`src/rtl/hash_reg_initiator.sv`:
```
// Bus initiator for a hash core's register window: loads message blocks, starts
// the core, polls for completion and returns the digest on a valid/ready port.
module hash_reg_initiator #(
    parameter int unsigned          DataWidth     = 64,
    parameter int unsigned          AddrWidth     = 32,
    parameter int unsigned          DataBytes     = DataWidth / 8,
    parameter int unsigned          BlockWidth    = 512,
    parameter int unsigned          DigestWidth   = 256,
    parameter bit                   ByteAlign     = 1'b1,
    parameter logic [AddrWidth-1:0] BaseAddr      = '0,
    parameter int unsigned          TimeoutCycles = 256,
    parameter int unsigned          PollGap       = 4
) (
    input  logic                   clk_i,
    input  logic                   rst_ni,
    input  logic                   blk_valid_i,
    output logic                   blk_ready_o,
    input  logic [BlockWidth-1:0]  blk_i,
    input  logic                   blk_last_i,
    output logic                   digest_valid_o,
    input  logic                   digest_ready_i,
    output logic [DigestWidth-1:0] digest_o,
    output logic                   busy_o,
    output logic                   error_o,
    input  logic                   clear_err_i,
    output logic [DataWidth-1:0]   reqdata_o,
    output logic [AddrWidth-1:0]   reqaddr_o,
    output logic                   reqvalid_o,
    output logic                   reqwrite_o,
    input  logic                   reqready_i,
    output logic [DataBytes-1:0]   reqstrobe_o,
    output logic                   rspready_o,
    input  logic                   rspvalid_i,
    input  logic [DataWidth-1:0]   rspdata_i,
    input  logic                   rsperror_i
);
    localparam int unsigned BlRegs = BlockWidth / DataWidth;
    localparam int unsigned DiRegs = (DigestWidth + DataWidth - 1) / DataWidth;
    localparam int unsigned Step   = ByteAlign ? DataWidth / 8 : DataWidth / 32;
    localparam int unsigned IdxW   = $clog2(BlRegs + DiRegs + 1);
    localparam int unsigned TmoW   = $clog2(TimeoutCycles + 1);
    localparam int unsigned GapW   = $clog2(PollGap + 2);

    localparam logic [IdxW-1:0] BlLast  = IdxW'(BlRegs - 1);
    localparam logic [IdxW-1:0] DiLast  = IdxW'(DiRegs - 1);
    localparam logic [TmoW-1:0] TmoLast = TmoW'(TimeoutCycles - 1);
    localparam logic [GapW-1:0] GapInit = GapW'(PollGap);

    localparam logic [2:0] IDLE   = 3'd0;
    localparam logic [2:0] RSTWR  = 3'd1;
    localparam logic [2:0] BLKWR  = 3'd2;
    localparam logic [2:0] CTRLWR = 3'd3;
    localparam logic [2:0] POLL   = 3'd4;
    localparam logic [2:0] DIGRD  = 3'd5;
    localparam logic [2:0] DIGOUT = 3'd6;
    localparam logic [2:0] ERR    = 3'd7;

    logic [2:0]                  r_state;
    logic                        r_first;
    logic                        r_err;
    logic                        r_wait;
    logic [IdxW-1:0]             r_idx;
    logic [TmoW-1:0]             r_tmo;
    logic [GapW-1:0]             r_gap;
    logic [BlockWidth-1:0]       r_blk;
    logic                        r_last;
    logic [DiRegs*DataWidth-1:0] r_dig;

    logic                 w_req_state;
    logic                 w_issue;
    logic                 w_write;
    logic                 w_done;
    logic                 w_fail;
    logic [AddrWidth-1:0] w_off;
    logic [DataWidth-1:0] w_wdata;

    assign w_req_state = (r_state == RSTWR) || (r_state == BLKWR) || (r_state == CTRLWR) ||
                         (r_state == POLL)  || (r_state == DIGRD);
    // Requests go out only when the responder is ready, so reqvalid_o is never held.
    assign w_issue = w_req_state && !r_wait && (r_gap == '0) && reqready_i;
    assign w_write = (r_state == RSTWR) || (r_state == BLKWR) || (r_state == CTRLWR);
    assign w_done  = r_wait && rspvalid_i && !rsperror_i;
    assign w_fail  = r_wait && (rspvalid_i ? rsperror_i : (r_tmo == TmoLast));

    always_comb begin
        w_off   = '0;
        w_wdata = '0;
        case (r_state)
            RSTWR:  w_wdata = DataWidth'(2);
            BLKWR: begin
                w_off   = AddrWidth'(12'h100) + AddrWidth'(r_idx) * AddrWidth'(Step);
                w_wdata = r_blk[r_idx*DataWidth +: DataWidth];
            end
            CTRLWR: w_wdata = DataWidth'({r_last, 5'b00001});
            DIGRD:  w_off   = AddrWidth'(12'h200) + AddrWidth'(r_idx) * AddrWidth'(Step);
            default: ;
        endcase
    end

    assign reqvalid_o     = w_issue;
    assign reqwrite_o     = w_issue && w_write;
    assign reqaddr_o      = w_issue ? (BaseAddr + w_off) : '0;
    assign reqdata_o      = (w_issue && w_write) ? w_wdata : '0;
    assign reqstrobe_o    = (w_issue && w_write) ? '1 : '0;
    assign rspready_o     = r_wait;
    assign blk_ready_o    = rst_ni && (r_state == IDLE);
    assign digest_valid_o = (r_state == DIGOUT);
    assign digest_o       = r_dig[DigestWidth-1:0];
    assign busy_o         = (r_state != IDLE) && (r_state != ERR);
    assign error_o        = r_err;

    always_ff @(posedge clk_i or negedge rst_ni) begin
        if (!rst_ni) begin
            r_state <= IDLE;
            r_first <= 1'b1;
            r_err   <= 1'b0;
            r_wait  <= 1'b0;
            r_idx   <= '0;
            r_tmo   <= '0;
            r_gap   <= '0;
            r_blk   <= '0;
            r_last  <= 1'b0;
            r_dig   <= '0;
        end else begin
            if (w_issue) begin
                r_wait <= 1'b1;
                r_tmo  <= '0;
            end else if (r_wait && !rspvalid_i && (r_tmo != TmoLast)) begin
                r_tmo <= r_tmo + 1'b1;
            end
            if (r_gap != '0) r_gap <= r_gap - 1'b1;

            if (w_fail) begin
                r_wait  <= 1'b0;
                r_err   <= 1'b1;
                r_idx   <= '0;
                r_gap   <= '0;
                r_state <= ERR;
            end else if (w_done) begin
                r_wait <= 1'b0;
                case (r_state)
                    RSTWR: begin
                        r_first <= 1'b0;
                        r_idx   <= '0;
                        r_state <= BLKWR;
                    end
                    BLKWR: begin
                        if (r_idx == BlLast) begin
                            r_idx   <= '0;
                            r_state <= CTRLWR;
                        end else begin
                            r_idx <= r_idx + 1'b1;
                        end
                    end
                    CTRLWR: begin
                        r_gap   <= GapInit;
                        r_state <= POLL;
                    end
                    POLL: begin
                        // Intermediate blocks finish when the core drops enable;
                        // the final block finishes when the digest is flagged valid.
                        if (!r_last && !rspdata_i[0]) begin
                            r_state <= IDLE;
                        end else if (r_last && rspdata_i[4]) begin
                            r_idx   <= '0;
                            r_state <= DIGRD;
                        end else begin
                            r_gap <= GapInit;
                        end
                    end
                    DIGRD: begin
                        r_dig[r_idx*DataWidth +: DataWidth] <= rspdata_i;
                        if (r_idx == DiLast) begin
                            r_idx   <= '0;
                            r_state <= DIGOUT;
                        end else begin
                            r_idx <= r_idx + 1'b1;
                        end
                    end
                    default: ;
                endcase
            end else begin
                case (r_state)
                    IDLE: begin
                        if (blk_valid_i) begin
                            r_blk   <= blk_i;
                            r_last  <= blk_last_i;
                            r_idx   <= '0;
                            r_state <= r_first ? RSTWR : BLKWR;
                        end
                    end
                    DIGOUT: begin
                        if (digest_ready_i) begin
                            r_first <= 1'b1;
                            r_state <= IDLE;
                        end
                    end
                    ERR: begin
                        if (clear_err_i) begin
                            r_err   <= 1'b0;
                            r_first <= 1'b1;
                            r_state <= IDLE;
                        end
                    end
                    default: ;
                endcase
            end
        end
    end
endmodule

```
`config.mk`:
```
export PLATFORM = sky130hd
export DESIGN_NAME = hash_reg_initiator
export DESIGN_NICKNAME = d
export VERILOG_FILES = /design/src/rtl/hash_reg_initiator.sv
export SDC_FILE = /design/constraint.sdc
export NUM_CORES = 1
export LEC_CHECK = 0
export BUFFER_PORTS_ARGS = -buffer_cell sky130_fd_sc_hd__buf_2
export CAP_MARGIN = 20
export CORE_AREA = 2 2 369 371
export DETAILED_ROUTE_END_ITERATION = 10
export DIE_AREA = 0 0 371 373
export PLACE_DENSITY = 0.57
export SLEW_MARGIN = 10
export SYNTH_ARGS = -nofsm -noshare
export SYNTH_HDL_FRONTEND = slang
export SYNTH_SLANG_ARGS = --single-unit
```
`constraint.sdc`:
```
create_clock -name clk_i -period 3.3 [get_ports clk_i]
set_clock_uncertainty 0.05 [all_clocks]
set_input_delay 0.165 -clock clk_i [delete_from_list [all_inputs] [get_ports clk_i]]
set_output_delay 0.165 -clock clk_i [all_outputs]
set_load 0.02 [all_outputs]
```
-- Word-level counts from Yosys, hierarchy flattened
Index checks and enable logic that the tools add are counted.
- add/subtract/negate cells: 6
- eq/ne operators: 26
- shift-type cells: 3
- mux-type cells: 48
- bitwise operators: 2
- reduce and logical (&&, ||, !) cells: 40
- operator list (kind ; count):
    512-bit by 11-bit variable part select with 64-bit output ; 1
    256-bit bitwise mux ; 1
    64-bit by 34-bit variable shift with 256-bit output, first input constant ; 1
    64-bit by 34-bit variable part select with 256-bit output ; 1
    64-bit case mux with 3 select lines ; 1
    64-bit two-way mux ; 1
    3-bit two-way mux ; 14
    10-bit negator with 34-bit output ; 1
    32-bit two-way mux ; 1
    4-bit two-way mux ; 8
    11-bit case mux with 2 select lines ; 1
    9-bit two-way mux ; 2
    3-bit nonzero test ; 6
    4-bit case mux with 4 select lines ; 1
    3-bit case mux with 5 select lines ; 1
    1-bit logical AND ; 13
    3-bit equality test, second input constant ; 4
    1-bit two-way mux ; 12
    4-bit by 3-bit inequality test with 1-bit output, second input constant ; 3
    4-bit inequality test, second input constant ; 3
    10-bit by 7-bit adder with 11-bit output, first input constant ; 1
    9-bit by 7-bit adder with 10-bit output, first input constant ; 1
    5-bit AND reduction ; 2
    9-bit by 1-bit adder with 9-bit output, second input constant ; 1
    29 further kinds ; 44
- bits in registers: 791
- bits of input ports: 585
- output and inout port bits: 367
- logic and storage cells: 135

-- Depth between registers and ports, before layout
Gate-level depths: netlist of run 1.
- word-level depth: 11
- depth in mapped cells: 13
- depth with buffers taken out: 9

-- Worst setup path before layout of run 1
No wires, ideal clock.
- path kind: reg-to-reg
- from: register r_idx[1]
- to: register r_dig[10], in the netlist digest_o[10]
- setup time: 0.125 ns
- arrival: 3.204 ns
- required time: 3.125 ns
- slack: -0.079 ns
- stages on the path, launching flop included: 13
- buffers on the path: 6
- clock period less this slack: 3.379 ns
- path through: dfrtp_1 -> buf_2 -> clkbuf_1 -> clkbuf_1 -> or3_1 -> ha_1 -> clkbuf_1 -> o21bai_1 -> or2_1 -> buf_2 -> nor3_4 -> buf_6 -> mux2_4
- word-level cells in the longest chain between the ends: 3
- elaborated cells between the ends (all ways): 4
- those cells by class: add/sub: 1; shift: 2; mux: 1
- ends and longest elaborated chain (item ; RTL line ; RTL):
    from (decl) ; 62 ; logic [IdxW-1:0] r_idx;
    from (signal assigned) ; 152 ; r_idx <= r_idx + 1'b1;
    from (signal assigned) ; 177 ; r_idx <= r_idx + 1'b1;
    10-bit negator with 34-bit output * ; 172 ; r_dig[r_idx*DataWidth +: DataWidth] <= rspdata_i;
    64-bit by 34-bit variable part select with 256-bit output or 64-bit by 34-bit variable shift with 256-bit output (tied branches) ; 172 ;
    256-bit bitwise mux * ; 172 ;
    to (signal, indexed assignment) ; 172 ;
    to (decl) ; 67 ; logic [DiRegs*DataWidth-1:0] r_dig;
Mark *: on every way between the ends. The rest lies on a longest branch, timed or not.
A chain may end at the register's enable or synchronous reset.

-- Worst setup path after layout of run 1
- from: register r_idx[0]
- to: register r_dig[15], in the netlist digest_o[15]
The elaborated chain is that of the path after synthesis.

==> reports/summary.txt, run 1 <==
Longest Clk Path Bufs: 3
Reg clk slew, reported paths: 0.06 ns
Hold Path Cell Cnt: 3
Clock Latency Late Sink: 0.68 ns
Critical Path RT: 3.80 ns
register area share after synthesis: 55.7%
Post-synth EDFFs: 0
Synth cell types: 53
Via density: 4.53
pin count of the biggest net entering global routing: 129
met2 Track Usage GR: 30.4%
Residual DRC: 0
Crit Path Max Fanout: 23
layer carrying the most global-route usage: met2
Die W: 371 um
crit path from: r_idx[0]$_DFFE_PN0P_
CP Capture Type: register
M1 GR Usage: 22.6%
#FFs+latches synth: 791
fin crit share: 97.8%
initial drt markers: 1709
initial core utilization: 26.4%
Reg power frac: 42.0%
HPWL after DPL: 92700 um
number of global-route vias before repair: 28200
Comb power frac: 29.2%
PwrDens: 697 mW/mm2
1st-pass router iterations: 5
All-Layer GR Usage: 18.1%
Max Cap Violations: 0
Core Box Area: 0.135 mm2
DR vias: 26800
clock share of power: 28.9%
Final ANT Viol Nets: 0
FP Rows: 135
Top Ports: 952
Tightest Pin Transition: 0.807 ns
switching share of total power: 30.1%
Setup TNS: 0 ns
H-Tree Depth: 3
CTS buffer count: 92
asr flop ratio synth: 100%
syn avg cell area: 14.2 um2
Final setup viols: 0
Final Net Count: 4624
GR Overflow Total: 0
drt total wl: 128000 um
full die area: 0.138 mm2
synthesized cell area: 0.0355 mm2
Synth warnings: 0
Max Fclk: 0.310 GHz
Worst Setup Path Type: reg -> reg
Port Buffer Count: 925
Max-slew headroom: 46.2%
reg2reg path depth: 8
buffers and inverters on the worst path: 3
Critical Path Stages: 8
P&R area growth vs syn: 45.8%
RSZ-0062 raised after global routing: yes
crit path cell chain: buf_4 -> or3_1 -> ha_4 -> or4_4 -> nor3_4 -> buf_12 -> buf_16 -> mux2_4
Worst Setup Start Kind: register
WL/cell: 21.6 um
VDD IR max: 0.560 mV
status: finished, final reports clean
# fillers: 12900
final hold violation count: 0
CTS tree: yes
hold path start: blk_i[380]
placed cell areas: 0.0425 mm2
Multi-input gate area: 0.0146 mm2
die height: 373 um
NetSw: 10.9 mW
critical path's largest stage delay: 0.59 ns
worst hold path type: in -> reg
Max Transition Viols Final: 0
CP max stage cell: dfrtp_4
Root Buffer: clkbuf_16
antenna violations before repair: 50
Hold Slack: 0.163 ns
internal power: 25.3 mW
share of cells above drive strength 1: 49.0%
R2R Path Start: r_idx[0]$_DFFE_PN0P_
leakage: 23.9 nW
# clock sinks: 791
first-pass GRT wire length: 187000 um
Syn Inst Count: 2508
GPL Wtd Cong: 0.868
design area: 0.0518 mm2
top_reg_cell synth: dfrtp_1
Crit path max-delay family: simple AND/OR/NAND/NOR gates
met3 GRT Util: 4.90%
Reg area: 0.0198 mm2
crit path time final: 3.23 ns
crit path DAT: 3.72 ns
[cell families after synthesis]
group	after synthesis	share of synthesized area (%)
buffers and inverters	276	3.85
other	1	0.0106
xor gates and xnor gates	8	0.197
AOI/OAI and AO/OA	100	1.54
adders and majority gates	9	0.317
and+or+nand+nor	419	5.20
muxes	904	33.2
DFF	791	55.7
[state kept, by name (all words and copies together), names as in the netlist]
| signal | count |
|---|---|
| r_tmo | 9 |
| r_first | 1 |
| r_state | 3 |
| r_last | 1 |
| r_blk | 512 |
| error_o | 1 |
| digest_o | 256 |
| rspready_o | 1 |
| r_idx | 4 |
| r_gap | 3 |
[cell usage after synthesis (53+ instances only)]
library cell  number  area share [%]
nand3_1           70            0.99
mux4_2           128             8.1
dfrtp_1          790              56
nand2_1           81            0.86
mux2i_1           70             2.0
nor2_1           211             2.2
inv_1             72            0.76
clkbuf_1          83            0.88
o21ai_0           78             1.1
mux2_4            70             3.0
mux2_2           612              19
buf_2             53            0.75
[final timing paths]
path	slack [ns]	to
max in group asynchronous	2.25	r_tmo[7]$_DFFE_PN0P_
worst max-delay path	0.07	digest_o[15]$_DFFE_PN0P_
worst max register to register	0.07	digest_o[15]$_DFFE_PN0P_
worst min-delay path	0.16	r_blk[380]$_DFFE_PN0P_
worst min register to register	0.43	digest_o[250]$_DFFE_PN0P_
min in group asynchronous	0.23	digest_o[30]$_DFFE_PN0P_
[layout make-up]
class	instances	area share, %
flip-flops and latches	791	38.2
clock buffers	140	5.32
clock inverters	32	0.712
well taps	1781	4.30
repair buffers	1607	22.6
inverters	72	0.522
multi-input cells	1466	28.1
diodes	30	0.145
[per-layer routing]
layer	wire length, um	vias up
met2	62400	960
li1	-	11900
met1	53000	13700
met3	9000	212
met4	3440	22
met5	136	-
[per-stage QoR]
step | utilization [%] | setup WS (ns) | std cells | power [mW]
6_report | 38.5 | 0.0725 | 5919 | 36.1
4_1_cts | 38.4 | 0.00476 | 5888 | 36.4
3_3_place_gp | 31.6 | 0.320 | 5122 | 24.7
3_5_place_dp | 31.6 | 0.282 | 5122 | 25.0
2_1_floorplan | - | 0.0117 | 2533 | 21.4
5_1_grt | 38.5 | -0.0109 | 5909 | 37.9
[power groups by stage]
| stage | combinational (mW) | clock (mW) | sequential, mW |
|---|---|---|---|
| global placement | 9.62 | 0 | 15.1 |
| detailed placement | 9.81 | 0 | 15.2 |
| floorplan | 6.66 | 0 | 14.7 |
| CTS | 10.6 | 10.7 | 15.1 |
| global route | 11.3 | 11.1 | 15.5 |
| finish | 10.5 | 10.4 | 15.2 |
[timing repair]
action / 4_1_cts / 5_1_grt
gates cloned: 3 / 0
endpoints found under the setup margin: 64 / 68
resized for setup: 12 / 11
pin swaps: 1 / 1
endpoints found under the hold margin: 1241 / 0
setup buffers: 5 / 1
hold buffers: 586 / 0
[worst reg2reg max path, delay by kind of cell, from the launching register on]
family	cells	cell delay (ns)
flip-flops	1	0.59
multiplexers	1	0.36
adder cells (fa/ha/maj)	1	0.28
AND/OR/NAND/NOR	3	1.13
buffers and inverters	3	0.68
[cells in the final DEF (no fill, tap or decap), drive strengths merged, types with 3 or more instances in the layout]
cell and instances:
buf 1019, dfrtp 790, mux2 706, dlygate4sd3 585, nor2 211, clkbuf 140
mux4 128, nand2 81, o21ai 78, inv 76, nand3 70, mux2i 70
diode 30, conb 26, clkinv 24, nand2b 9, ha 9, nor3 8
nor2b 7, a21oi 7, nand4 6, xor2 5, or3 4, and2 4
nor3b 4, or2 4, xnor2 3, nand3b 3, bufinv 3, bufbuf 3
No activity file was read; power rests on OpenSTA's default activity.
==> run 2, diff against run 1 <==
- clock period: 3.3 -> 2.9 ns (I/O delays scaled with it)
==> run 2 against run 1 <==
  * The flow now finishes with violations (negative setup slack)
  * Final cell count rose by 1.6%
  * Sequential power rose by 14%
  * Non-clock buffer count rose by 93
  * Largest cell class unchanged
  * Global-route usage rose by 1.1 points
==> reports/summary.txt, run 2 (synthesis results as in run 1) <==
RSZ-0062 raised after global routing: yes (unchanged)
Reg area: 0.0198 mm2 (unchanged)
leading cell type in the layout, fill and taps excluded: buf_2 (unchanged)
Final setup viols: 37 (was 0)
Reg clk slew, reported paths: 0.06 ns (about the same)
clock share of power: 28.8% (was 28.9%)
full die area: 0.138 mm2 (unchanged)
internal power: 30.0 mW (was 25.3 mW)
Max Cap Violations: 0 (unchanged)
antenna violations before repair: 40 (was 50)
Clock Latency Late Sink: 0.69 ns (was 0.68 ns)
All-Layer GR Usage: 19.3% (was 18.1%)
Worst Setup Path Type: reg -> reg (unchanged)
P&R area growth vs syn: 53.8% (was 45.8%)
DP Cell Count: 5159 (was 5122)
switching share of total power: 30.3% (was 30.1%)
Top Ports: 952 (unchanged)
Residual DRC: 0 (unchanged)
fin crit share: 102% (was 97.8%)
number of global-route vias before repair: 29400 (was 28200)
Max Transition Viols Final: 0 (unchanged)
flip-flop count of the largest register after layout: 512 (unchanged)
initial core utilization: 26.4% (unchanged)
Comb power frac: 31.1% (was 29.2%)
Core Box Area: 0.135 mm2 (unchanged)
Root Buffer: clkbuf_16 (unchanged)
status: finished with violations (was finished, final reports clean)
Multi-input gate area: 0.0155 mm2 (was 0.0146 mm2)
Max Fclk: 0.338 GHz (was 0.310 GHz)
first-pass GRT wire length: 196000 um (was 187000 um)
design area: 0.0547 mm2 (was 0.0518 mm2)
Non-Filler Instances: 6012 (was 5919)
WL/cell: 22.8 um (was 21.6 um)
die height: 373 um (unchanged)
CTS tree: yes (unchanged)
placed cell areas: 0.0432 mm2 (was 0.0425 mm2)
worst hold path type: in -> reg (unchanged)
pin count of the biggest net entering global routing: 123 (was 129)
GR Overflow Total: 0 (unchanged)
Setup TNS: -1.17 ns (was 0 ns)
initial drt markers: 1630 (was 1709)
Crit Path Max Fanout: 7 (was 23)
crit path DAT: 3.45 ns (was 3.72 ns)
# clock sinks: 791 (unchanged)
largest reg by FF count: r_blk (unchanged)
VDD IR max: 0.610 mV (was 0.560 mV)
Reg power frac: 40.2% (was 42.0%)
1st-pass router iterations: 6 (was 5)
Tot Pwr: 43.1 mW (was 36.1 mW)
H-Tree Depth: 3 (unchanged)
Final ANT Viol Nets: 0 (unchanged)
most frequent cells in the layout: buf_2, dfrtp_1, dlygate4sd3_1, mux2_2, mux2_4 (was buf_2, dfrtp_1, mux2_2, dlygate4sd3_1, nor2_1)
setup ws final: -0.0565 ns (was 0.0725 ns)
Port Buffer Count: 925 (unchanged)
CTS buffer count: 91 (was 92)
NetSw: 13.1 mW (was 10.9 mW)
DR vias: 27400 (was 26800)
drt total wl: 137000 um (was 128000 um)
dpl ws: -0.313 ns (was 0.282 ns)
PwrDens: 788 mW/mm2 (was 697 mW/mm2)
# fillers: 12400 (was 12900)
Critical Path RT: 3.40 ns (was 3.80 ns)
GPL Wtd Cong: 0.850 (was 0.868)
Die W: 371 um (unchanged)
HPWL after DPL: 93800 um (was 92700 um)
final hold violation count: 0 (unchanged)
Final Net Count: 4716 (was 4624)
crit path time final: 2.96 ns (was 3.23 ns)
Tightest Pin Transition: 0.910 ns (was 0.807 ns)
Worst Setup Start Kind: register (unchanged)
FP Rows: 135 (unchanged)
share of cells above drive strength 1: 52.6% (was 49.0%)
CP Capture Type: register (unchanged)
failing checks: negative setup slack
leakage: 24.9 nW (was 23.9 nW)
Via density: 4.55 (was 4.53)
Max-slew headroom: 39.1% (was 46.2%)
Longest Clk Path Bufs: 3 (unchanged)
==> run 2: changes by cell type in the layout (fill, tap and decap cells not counted), sizes merged <==
cell,delta
buf,+85
clkbuf,-9
bufinv,+6
clkinv,+6
dlygate4sd3,+2
bufbuf,+1
diode,+1
inv,+1
==> run 2: per-layer routing <==
metal | part of all wire, % | vias to the layer above | GRT usage (%)
li1 | - | 12200 | -
met1 | 42 | 13900 | 23.8
met2 | 48 | 1022 | 31.9
met3 | 6.4 | 232 | 4.68
met4 | 3.6 | 10 | 8.14
met5 | 0.047 | - | 0
==> run 2: worst max-delay path, cell delays in order (launching register included) <==
cell and delay, ns:
dfrtp_4 0.51, or3_4 0.39, ha_4 0.24, buf_4 0.16, or4_4 0.43, nor3_4 0.25, buf_6 0.13, buf_12 0.16
clkbuf_16 0.17, mux2_4 0.29
==> run 2: power by group through the flow <==
stage	registers [mW]	clock network, mW	logic (mW)
global placement	17.2	0	11.0
global route	17.7	13.1	14.3
detailed placement	17.4	0	11.2
floorplan	16.8	0	7.62
finish	17.3	12.4	13.4
CTS	17.2	12.7	13.2
==> run 2: timing repair <==
action | in CTS | in global routing
cloned | 29 | 6
resized for setup | 209 | 107
hold buffers | 587 | 0
pin swaps | 10 | 18
buffers inserted | 27 | 13
endpoints found under the hold margin | 1572 | 0
endpoints found under the setup margin | 199 | 301
==> run 2: worst paths after layout <==
check / cells after the start / to / start / slack, ns
worst max-delay path: 9 / digest_o[32]$_DFFE_PN0P_ / r_idx[0]$_DFFE_PN0P_ / -0.06
worst min-delay path: 3 / r_blk[307]$_DFFE_PN0P_ / blk_i[307] / 0.15
min in group asynchronous: 3 / r_blk[426]$_DFFE_PN0P_ / rst_ni / 0.29
worst max register to register: 9 / digest_o[32]$_DFFE_PN0P_ / r_idx[0]$_DFFE_PN0P_ / -0.06
worst min register to register: 2 / r_first$_DFFE_PN1P_ / r_first$_DFFE_PN1P_ / 0.44
max in group asynchronous: 3 / digest_o[169]$_DFFE_PN0P_ / rst_ni / 1.22
==> run 2: area by class of cell <==
type                    count  share of cell area [%]
diodes                     31                   0.142
flip-flops and latches    791                    36.2
well taps                1781                    4.08
clock inverters            45                    1.08
inverters                  72                   0.499
multi-input cells        1466                    28.4
repair buffers           1700                    24.7
clock buffers             126                    4.90
==> run 2: metrics by stage <==
stage                     util (%)  hold slack [ns]
final                         40.6            0.154
after global routing          40.6            0.101
after CTS                     40.2           0.0727
after detailed placement      32.1           0.0730
after global placement        32.1           0.0753
after floorplan                  -           -0.201
==> run 3, diff against run 2 <==
- ABC_AREA: unset -> 1
- ABC_CLOCK_PERIOD_IN_PS: unset -> 2900
- CORE_AREA: 2 2 369 371 -> 2 2 374 376
- DIE_AREA: 0 0 371 373 -> 0 0 376 378
==> run 3 against run 2 <==
  * The run still ends with negative setup slack left
  * Register-to-register slack better by 0.18 ns
  * Worst setup slack better by 0.031 ns
  * Sequential cell count stayed put
  * Largest cell class unchanged
  * Sequential share of layout area is 0.29 points lower
  * Sequential power is 3% lower
  * Final cell count is 33% higher
  * Power is 8.8% lower
  * Critical path depth is 2 higher
  * Fmax is 1.1% higher
==> reports/summary.txt, run 3 <==
status: finished with violations (unchanged)
failing checks: negative setup slack (unchanged)
most used cell, CP: inv_2
VDD IR max: 0.410 mV (was 0.610 mV)
full die area: 0.142 mm2 (was 0.138 mm2)
top-area cell type share of the netlist area: 54.2% (was 55.6%)
number of global-route vias before repair: 35800 (was 29400)
RSZ-0062 raised after global routing: yes (unchanged)
synthesized cell area: 0.0364 mm2 (was 0.0355 mm2)
initial drt markers: 3081 (was 1630)
Top Ports: 952 (unchanged)
hold path start: reqready_i (was blk_i[307])
initial core utilization: 26.3% (was 26.4%)
Synth warnings: 0 (unchanged)
clock share of power: 29.7% (was 28.8%)
drt total wl: 165000 um (was 137000 um)
asr flop ratio synth: 100% (unchanged)
Multi-input gate area: 0.0133 mm2 (was 0.0155 mm2)
die height: 378 um (was 373 um)
Max-slew headroom: 56.7% (was 39.1%)
DR vias: 37200 (was 27400)
count leader, synth: nand2_1 (was dfrtp_1)
HPWL after DPL: 105000 um (was 93800 um)
most frequent cells in the layout: nand2_1, buf_2, dfrtp_1, inv_1, dlygate4sd3_1 (was buf_2, dfrtp_1, dlygate4sd3_1, mux2_2, mux2_4)
Max Cap Violations: 0 (unchanged)
CP Capture Type: primary output (was register)
syn avg cell area: 7.94 um2 (was 14.2 um2)
Max Fclk: 0.342 GHz (was 0.338 GHz)
leading cell type in the layout, fill and taps excluded: nand2_1 (was buf_2)
#FFs+latches synth: 791 (unchanged)
Final Util: 39.8% (was 40.6%)
share of cells above drive strength 1: 22.6% (was 52.6%)
P&R area growth vs syn: 51.2% (was 53.8%)
top cells by area, synth: dfrtp_1, nand2_1, o21ai_1 (was dfrtp_1, mux2_2, mux4_2)
CTS buffer count: 92 (was 91)
GR Overflow Total: 0 (unchanged)
met2 Track Usage GR: 34.9% (was 31.9%)
critical path's largest stage delay: 0.39 ns (was 0.51 ns)
Final ANT Viol Nets: 0 (unchanged)
Worst Setup Start Kind: register (unchanged)
Critical Path RT: 2.71 ns (was 3.40 ns)
pin count of the biggest net entering global routing: 121 (was 123)
Synth cell types: 35 (was 53)
setup ws final: -0.0253 ns (was -0.0565 ns)
antenna violations before repair: 27 (was 40)
Die W: 376 um (was 371 um)
Post-synth top cells: nand2_1, dfrtp_1, inv_1 (was dfrtp_1, mux2_2, nor2_1)
Hold EP: r_tmo[4]$_DFFE_PN0P_ (was r_blk[307]$_DFFE_PN0P_)
Setup TNS: -0.0820 ns (was -1.17 ns)
R2R Path Start: r_tmo[1]$_DFFE_PN0P_ (was r_idx[0]$_DFFE_PN0P_)
# fillers: 13700 (was 12400)
Hold Path Cell Cnt: 6 (was 3)
Post-synth EDFFs: 0 (unchanged)
leakage: 28.5 nW (was 24.9 nW)
Synth area leader: dfrtp_1 (unchanged)
Port Buffer Count: 925 (unchanged)
1st-pass router iterations: 5 (was 6)
Root Buffer: clkbuf_16 (unchanged)
Critical R2R Capture: r_blk[374]$_DFFE_PN0P_ (was digest_o[32]$_DFFE_PN0P_)
All-Layer GR Usage: 21.7% (was 19.3%)
Via density: 4.65 (was 4.55)
first-pass GRT wire length: 230000 um (was 196000 um)
Core Box Area: 0.139 mm2 (was 0.135 mm2)
CTS tree: yes (unchanged)
Tightest Pin Transition: 0.649 ns (was 0.910 ns)
crit path cell chain: inv_2 -> ha_4 -> nand4_1 -> inv_1 -> nand2_2 -> inv_2 -> nand3_4 -> clkbuf_16 -> buf_12 -> a21oi_4 -> buf_6 (was or3_4 -> ha_4 -> buf_4 -> or4_4 -> nor3_4 -> buf_6 -> buf_12 -> clkbuf_16 -> mux2_4)
crit path DAT: 2.73 ns (was 3.45 ns)
top_reg_cell synth: dfrtp_1 (unchanged)
largest reg by FF count: r_blk (unchanged)
DP Cell Count: 7141 (was 5159)
crit path time final: 2.93 ns (was 2.96 ns)
final hold violation count: 0 (unchanged)
Crit Path Max Fanout: 7 (unchanged)
Reg clk slew, reported paths: 0.06 ns (about the same)
FP Rows: 137 (was 135)
Comb power frac: 27.8% (was 31.1%)
Syn Inst Count: 4588 (was 2508)
register area share after synthesis: 54.3% (was 55.7%)
Clock Latency Late Sink: 0.71 ns (was 0.69 ns)
Final setup viols: 7 (was 37)
layer carrying the most global-route usage: met2 (unchanged)
GPL Wtd Cong: 0.881 (was 0.850)
met3 GRT Util: 5.42% (was 4.68%)
M1 GR Usage: 26.9% (was 23.8%)
Final Net Count: 6697 (was 4716)
worst hold path type: in -> reg (unchanged)
R2R Setup Slk: 0.12 ns (was -0.06 ns)
Max Transition Viols Final: 0 (unchanged)
Longest Clk Path Bufs: 3 (unchanged)
flip-flop count of the largest register after layout: 512 (unchanged)
reg2reg path depth: 15 (was 9)
PwrDens: 713 mW/mm2 (was 788 mW/mm2)
Worst Setup Path Type: reg -> out (was reg -> reg)
CP max stage cell: dfrtp_1 (was dfrtp_4)
Reg area: 0.0198 mm2 (unchanged)
WL/cell: 20.6 um (was 22.8 um)
# clock sinks: 791 (unchanged)
internal power: 25.8 mW (was 30.0 mW)
Residual DRC: 0 (unchanged)
Reg power frac: 42.5% (was 40.2%)
Non-Filler Instances: 7994 (was 6012)
NetSw: 13.5 mW (was 13.1 mW)
switching share of total power: 34.3% (was 30.3%)
fin crit share: 101% (was 102%)
H-Tree Depth: 3 (unchanged)
## run 3: cell types whose count changed after synthesis, moves of 56 or more
| cell | before | now |
|---|---|---|
| o21ai_0 | 78 | 453 |
| mux2i_1 | 70 | 0 |
| mux2_2 | 612 | 0 |
| o22ai_1 | 2 | 123 |
| inv_1 | 72 | 680 |
| clkbuf_1 | 83 | 151 |
| mux4_2 | 128 | 0 |
| o21ai_1 | 0 | 579 |
| nor2_1 | 211 | 305 |
| mux2_4 | 70 | 0 |
| a21oi_1 | 7 | 71 |
| nand2_1 | 81 | 1160 |
| buf_2 | 53 | 109 |
## run 3: cells by family (layout without fill, tap and decap cells)
| kind of cell | after synthesis | in the layout | share of synthesized area, % |
|---|---|---|---|
| adder cells (fa/ha/maj) | 9 | 9 | 0.309 |
| AO/OA/AOI/OAI | 1236 | 1236 | 17.5 |
| AND/OR/NAND/NOR | 1528 | 1528 | 16.1 |
| XOR/XNOR | 6 | 6 | 0.144 |
| flip-flops | 791 | 791 | 54.3 |
| other | 1 | 40 | 0.0103 |
| buffers and inverters | 1017 | 2577 | 11.6 |
## run 3: stage by stage
stage	total power, mW	setup slack (ns)	area, um2	hold WS, ns
after CTS	39.0	-0.0902	53800	0.0539
after detailed placement	26.2	0.151	43300	0.0800
after floorplan	22.8	0.470	36500	-0.201
final	39.3	-0.0253	55100	0.104
after global routing	41.8	-0.190	55100	0.141
after global placement	25.9	0.104	43300	0.0827
## run 3: repair_timing
action,CTS,global route
buffers inserted,33,18
hold endpoints to repair,1553,0
endpoints found under the setup margin,66,301
hold buffers,592,0
resized for setup,162,192
pin swaps,21,10
gates cloned,23,10
## run 3: power groups by stage
| stage | logic (mW) | registers [mW] | clock network (mW) |
|---|---|---|---|
| after floorplan | 6.46 | 16.4 | 0 |
| after global placement | 9.21 | 16.7 | 0 |
| after detailed placement | 9.49 | 16.7 | 0 |
| after global routing | 12.3 | 17.1 | 12.4 |
| final | 10.9 | 16.7 | 11.7 |
| after CTS | 10.5 | 16.6 | 11.9 |
## run 3: layout make-up
class | instances | area share, %
repair inverters | 2 | 0.0409
repair buffers | 1726 | 25.5
inverters | 685 | 4.72
diodes | 14 | 0.0636
multi-input cells | 2805 | 24.2
flip-flops and latches | 791 | 35.9
well taps | 1807 | 4.10
clock inverters | 25 | 0.543
clock buffers | 139 | 4.88
## run 3: per-layer routing
metal,routed length (um),vias to the layer above
met1,66300,17600
li1,-,17500
met5,124,-
met3,13600,341
met2,76700,1667
met4,7960,20
## run 3: critical path: cells and delay by family, from the launching register on
kind                       cells  cell delay, ns
and+or+nand+nor                3            0.39
DFF                            1            0.39
adders and majority gates      1            0.13
buffers and inverters          6            0.88
AOI/OAI and AO/OA              1            0.21
## run 3: worst max path at each step
| stage | slack, ns | cells past startpoint | end | from |
|---|---|---|---|---|
| after floorplan | 0.47 | 14 | digest_o[10]$_DFFE_PN0P_ | r_idx[0]$_DFFE_PN0P_ |
| after global placement | 0.10 | 14 | r_blk[278]$_DFFE_PN0P_ | r_tmo[0]$_DFFE_PN0P_ |
| after detailed placement | 0.15 | 13 | r_blk[464]$_DFFE_PN0P_ | r_tmo[0]$_DFFE_PN0P_ |
| after CTS | -0.09 | 12 | reqdata_o[2] | r_gap[0]$_DFF_PN0_ |
| after global routing | -0.19 | 11 | reqdata_o[50] | r_gap[1]$_DFF_PN0_ |
| final | -0.03 | 11 | reqdata_o[50] | r_gap[1]$_DFF_PN0_ |
